**config.mk**
```make
export PLATFORM = sky130hd
export DESIGN_NAME = mem_access_unit
export DESIGN_NICKNAME = d
export VERILOG_FILES = /design/src/rtl/mem_access_unit.sv
export SDC_FILE = /design/constraint.sdc
export NUM_CORES = 1
export LEC_CHECK = 0
export ABC_AREA = 1
export CAP_MARGIN = 20
export CORE_MARGIN = 3
export CORE_UTILIZATION = 41
export DETAILED_ROUTE_END_ITERATION = 10
export MAX_ROUTING_LAYER = met4
export PLACE_DENSITY = 0.85
export SYNTH_ARGS = -nofsm -noshare
export SYNTH_HDL_FRONTEND = slang
export SYNTH_SLANG_ARGS = --single-unit
```
**constraint.sdc**
```tcl
create_clock -name clk -period 1.95 [get_ports clk]
set_input_delay 0.39 -clock clk [delete_from_list [all_inputs] [get_ports clk]]
set_output_delay 0.39 -clock clk [all_outputs]
set_load 0.02 [all_outputs]
```
**src/rtl/mem_access_unit.sv**
```systemverilog
// Initiator side of the RV32I memory port: arbitrates fetch and load/store
// requests onto the single memory port and returns responses.
module mem_access_unit (
  input  logic        clk,
  input  logic        reset,
  input  logic        if_req,
  input  logic [31:0] if_addr,
  output logic        if_ready,
  output logic        if_valid,
  output logic [31:0] if_instr,
  output logic        if_error,
  input  logic        d_req,
  input  logic        d_we,
  input  logic [2:0]  d_funct3,
  input  logic [31:0] d_addr,
  input  logic [31:0] d_wdata,
  output logic        d_ready,
  output logic        d_valid,
  output logic [31:0] d_rdata,
  output logic        d_error,
  output logic        write_mem,
  output logic [2:0]  funct3,
  output logic [31:0] write_address,
  output logic [31:0] read_address,
  output logic [31:0] write_data,
  input  logic [31:0] read_data
);

  typedef enum logic [1:0] {IDLE, RD_ADDR, RD_DATA, STORE} state_t;

  state_t      state;
  logic [31:0] addr_q;
  logic        src_fetch_q;

  logic        d_take;
  logic        if_take;
  logic        req_we;
  logic [2:0]  req_f3;
  logic [31:0] req_addr;
  logic        req_ok;

  // Fetches travel as word accesses, so the word alignment rule covers them.
  function automatic logic access_legal(input logic we, input logic [2:0] f3,
                                        input logic [1:0] lsb);
    logic ok;
    ok = 1'b0;
    case (f3)
      3'b000:  ok = 1'b1;
      3'b001:  ok = !lsb[0];
      3'b010:  ok = (lsb == 2'b00);
      3'b100:  ok = !we;
      3'b101:  ok = !we && !lsb[0];
      default: ok = 1'b0;
    endcase
    return ok;
  endfunction

  // Grants are combinational so a request can be taken in the same cycle a
  // response is presented; data always wins over fetch.
  assign d_ready  = (state == IDLE) && !reset;
  assign if_ready = (state == IDLE) && !reset && !d_req;

  assign d_take   = d_req && d_ready;
  assign if_take  = if_req && if_ready;
  assign req_we   = d_take && d_we;
  assign req_f3   = d_take ? d_funct3 : 3'b010;
  assign req_addr = d_take ? d_addr : if_addr;
  assign req_ok   = access_legal(req_we, req_f3, req_addr[1:0]);

  assign read_address  = addr_q;
  assign write_address = addr_q;

  // NOTE: all state and registered outputs use non-blocking assignments so
  // every register samples pre-edge values regardless of statement order.
  always_ff @(posedge clk) begin
    if (reset) begin
      state       <= IDLE;
      addr_q      <= '0;
      src_fetch_q <= 1'b0;
      funct3      <= 3'b010;
      write_mem   <= 1'b0;
      write_data  <= '0;
      if_valid    <= 1'b0;
      if_error    <= 1'b0;
      if_instr    <= '0;
      d_valid     <= 1'b0;
      d_error     <= 1'b0;
      d_rdata     <= '0;
    end else begin
      if_valid <= 1'b0;
      if_error <= 1'b0;
      d_valid  <= 1'b0;
      d_error  <= 1'b0;
      case (state)
        IDLE: begin
          if (d_take || if_take) begin
            if (req_ok) begin
              addr_q      <= req_addr;
              funct3      <= req_f3;
              src_fetch_q <= if_take;
              if (req_we) begin
                write_data <= d_wdata;
                write_mem  <= 1'b1;
                state      <= STORE;
              end else begin
                state <= RD_ADDR;
              end
            end else if (if_take) begin
              if_valid <= 1'b1;
              if_error <= 1'b1;
              if_instr <= '0;
            end else begin
              d_valid <= 1'b1;
              d_error <= 1'b1;
              d_rdata <= '0;
            end
          end
        end
        RD_ADDR: state <= RD_DATA;
        RD_DATA: begin
          state <= IDLE;
          if (src_fetch_q) begin
            if_valid <= 1'b1;
            if_instr <= read_data;
          end else begin
            d_valid <= 1'b1;
            d_rdata <= read_data;
          end
        end
        STORE: begin
          state     <= IDLE;
          write_mem <= 1'b0;
          d_valid   <= 1'b1;
          d_rdata   <= '0;
        end
        default: state <= IDLE;
      endcase
    end
  end

endmodule

```
==> metrics.md <==
| Metric | Value |
|---|---|
| WP data arrival | `1.49 ns` |
| Post-route ant nets | `0` |
| Clk root buf | `clkbuf_16` |
| CP Cell Sequence | `nor2_4 > nand2_2 > inv_1 > clkdlybuf4s15_1` |
| Vias per cell | `roughly 4.8` |
| Number of synthesized register bits | `roughly 140` |
| Post-Syn Area | `6320 um^2` |
| Crit Path Class | `reg2out` |
| Final Critical Period | `1.88 ns` |
| I/O pins | `306` |
| EDFF count, synth | `0` |
| Post-DP HPWL | `14.6 mm` |
| Period utilisation layout | `0.962` |
| Hold path depth | `2` |
| Syn Area/Cell | `7.04 um^2` |
| Post-Route WL | `slightly above 20 mm` |
| Latest clock arrival within the worst-skew pair | `0.42 ns` |
| CTS tree | `done` |
| First-pass GRT wire length | `31.1 mm` |
| Worst Clk Skew | `between 0.009 and 0.01 ns` |
| Yosys warning count | `0` |
| Max-cap violations | `0` |
| Seq/Total Area, Yosys | `0.440` |
| Core area | `14800 um^2` |
| Final setup viols | `0` |
| All-Layer GR Usage | `0.239` |
| Drt wl/cell | `~15 um` |
| Maximum fanout along the worst path | `5` |
| Asr flop ratio synth | `0` |
| Largest net degree at the start of global routing | `approximately 80` |
| Vias in the first global route | `6220` |
| # hold bufs at CTS | `0` |
| Post-synth cell types | `28` |
| Clock Pin Slew Worst Setup and Hold Paths | `about 0.06 ns` |
| M1 WL | `8.62 mm` |
| P_leak | `4.39 nW` |
| Syn Nets | `between 1000 and 1500` |
| Antenna diode count | `0` |
| Top cell type by total area after synthesis | `dfxtp_1` |
| Final core utilization | `0.680` |
| Gpl congestion | `0.861` |
| Setup TNS | `0 ns` |
| Max Buffers Root-to-Sink | `2` |
| Status | `completed` |
| Slew @ Worst Pin | `0.811 ns` |
| H-tree Lvls | `4` |
| Die Width | `between 100 and 150 um` |
| Initial core utilization | `0.427` |
| Max Transition Viols Final | `0` |
| Cell Area, Placed | `9440 um^2` |
| # DRC | `0` |
| Slew HR | `0.459` |
| Num CTS Buffers | `17` |
| Die H | `130 um` |
| Fraction of layout cells with a size suffix above 1 | `0.0771` |
| Reg2reg path depth | `9` |
| Vias | `roughly 6600` |
| Fmax | `about 0.53 GHz` |
| Met2 wire length | `a little under 10 mm` |
| Top post-synthesis cells by area | `dfxtp_1 44%, nor2_1 14%, nand2_1 11%` |
| Crit path launch type | `flop` |
| Synth-to-Final Area Change | `59.4%` |
| HP Class | `reg2reg` |
| CP peak stage delay | `0.34 ns` |
| Max layer used | `met4` |
| FP Rows | `44` |
| Clock sinks | `139` |
| Fin. Hold Viols | `0` |
| CP endpoint kind | `primary output` |
| Global route overflow | `0` |
| Cell area after layout | `slightly above 10000 um^2` |
| IR drop worst, VDD | `about 570 uV` |
| IO Port Bufs | `305` |
| Cell count after synthesis | `about 900` |
| Hold slack | `0.470 ns` |
| Met3 wire length | `1.26 mm` |
| Synth top area share | `0.440` |
| CP max-delay cell | `dfxtp_1` |
| Drt pass-1 iters | `5` |
| Post-synth top cells | `231 x nor2_1, 187 x nand2_1, 139 x dfxtp_1` |
| Ys flop type | `dfxtp_1` |
| Data required time of the worst path | `1.56 ns` |
| Top-count cell post-synth | `nor2_1` |
| Fillers | `approximately 1200` |
| Fin nets | `1303` |
| Starting DRT DRC Count | `438` |
| Pwr/cell area | `818 nW/um^2` |
| RSZ-0062 raised after global routing | `yes` |
| Die footprint | `16900 um^2` |
| Antenna violations before repair | `0` |
worst paths after layout:
path,startpoint,endpoint,slack (ns)
setup / recovery,state[1],d_ready,0.07
hold / removal,funct3[0],funct3[0],0.47
setup reg to reg,state[1],if_instr[6],0.13
hold reg to reg,funct3[0],funct3[0],0.47
logic make-up after synthesis:
| group | share of synthesized area |
|---|---|
| and+or+nand+nor | 0.342 |
| DFF | 0.440 |
| buffers and inverters | 0.111 |
| AOI/OAI and AO/OA | 0.107 |
critical path: cells and delay by family, from the launching register on:
family                 cells  cell delay (ns)
DFF                        1             0.34
buffers and inverters      2             0.40
and+or+nand+nor            2             0.34
what timing repair did:
item	4_1_cts	5_1_grt
endpoints found under the hold margin	0	0
gates resized for setup	5	5
pin swaps	1	2
buffers inserted	0	1
endpoints found under the setup margin	2	24
report_power, final:
group / total [W] / switching (W) / internal (W)
Combinational: 0.00175 / 0.000869 / 0.000883
Sequential: 0.00312 / 0.000104 / 0.00302
Clock: 0.00336 / 0.00121 / 0.00215
through the flow:
step           instances  total power [W]  worst slack [ns]
6_report            1364          0.00823            0.0749
5_1_grt             1364          0.00856          -0.00991
4_1_cts             1363          0.00828            0.0213
3_5_place_dp        1331          0.00492            -0.317
3_3_place_gp        1331          0.00489            -0.286
2_1_floorplan        897          0.00408             0.223
layout make-up:
cell class | count | area (um^2) | share of cell area
Clock buffer | 22 | 484 | 0.0481
Clock inverter | 10 | 138 | 0.0137
Inverter | 43 | 166 | 0.0165
Multi-Input combinational cell | 623 | 2850 | 0.283
Sequential cell | 139 | 2780 | 0.276
Tap cell | 184 | 230 | 0.0229
Timing Repair Buffer | 343 | 3420 | 0.340
cell usage in the layout, fill, tap and decap left out, types with 4 or more instances in the layout:
cell,count
a21boi_0,7
clkdlybuf4s50_1,303
a21oi_1,57
inv_1,37
nand3_2,4
buf_12,7
nor2_1,230
o21ai_1,12
nand2_1,184
nand3b_1,57
buf_4,31
clkbuf_8,4
nand4_1,4
clkbuf_16,17
o21ai_0,52
dfxtp_1,139
registers in the layout (all words and copies together), names as in the netlist:
signal and flops:
d_rdata 32, if_instr 32, write_data 32, write_mem 1, read_address 32, d_error 1
src_fetch_q 1, if_valid 1, funct3 3, if_error 1, d_valid 1, state 2
routing by layer:
| metal | vias to the layer above | track usage |
|---|---|---|
| li1 | 3335 | - |
| met1 | 2973 | 0.286 |
| met2 | 244 | 0.387 |
| met3 | 44 | 0.0499 |
| met4 | 0 | 0.105 |
| met5 | - | - |
(Power assumes the default switching activity.)
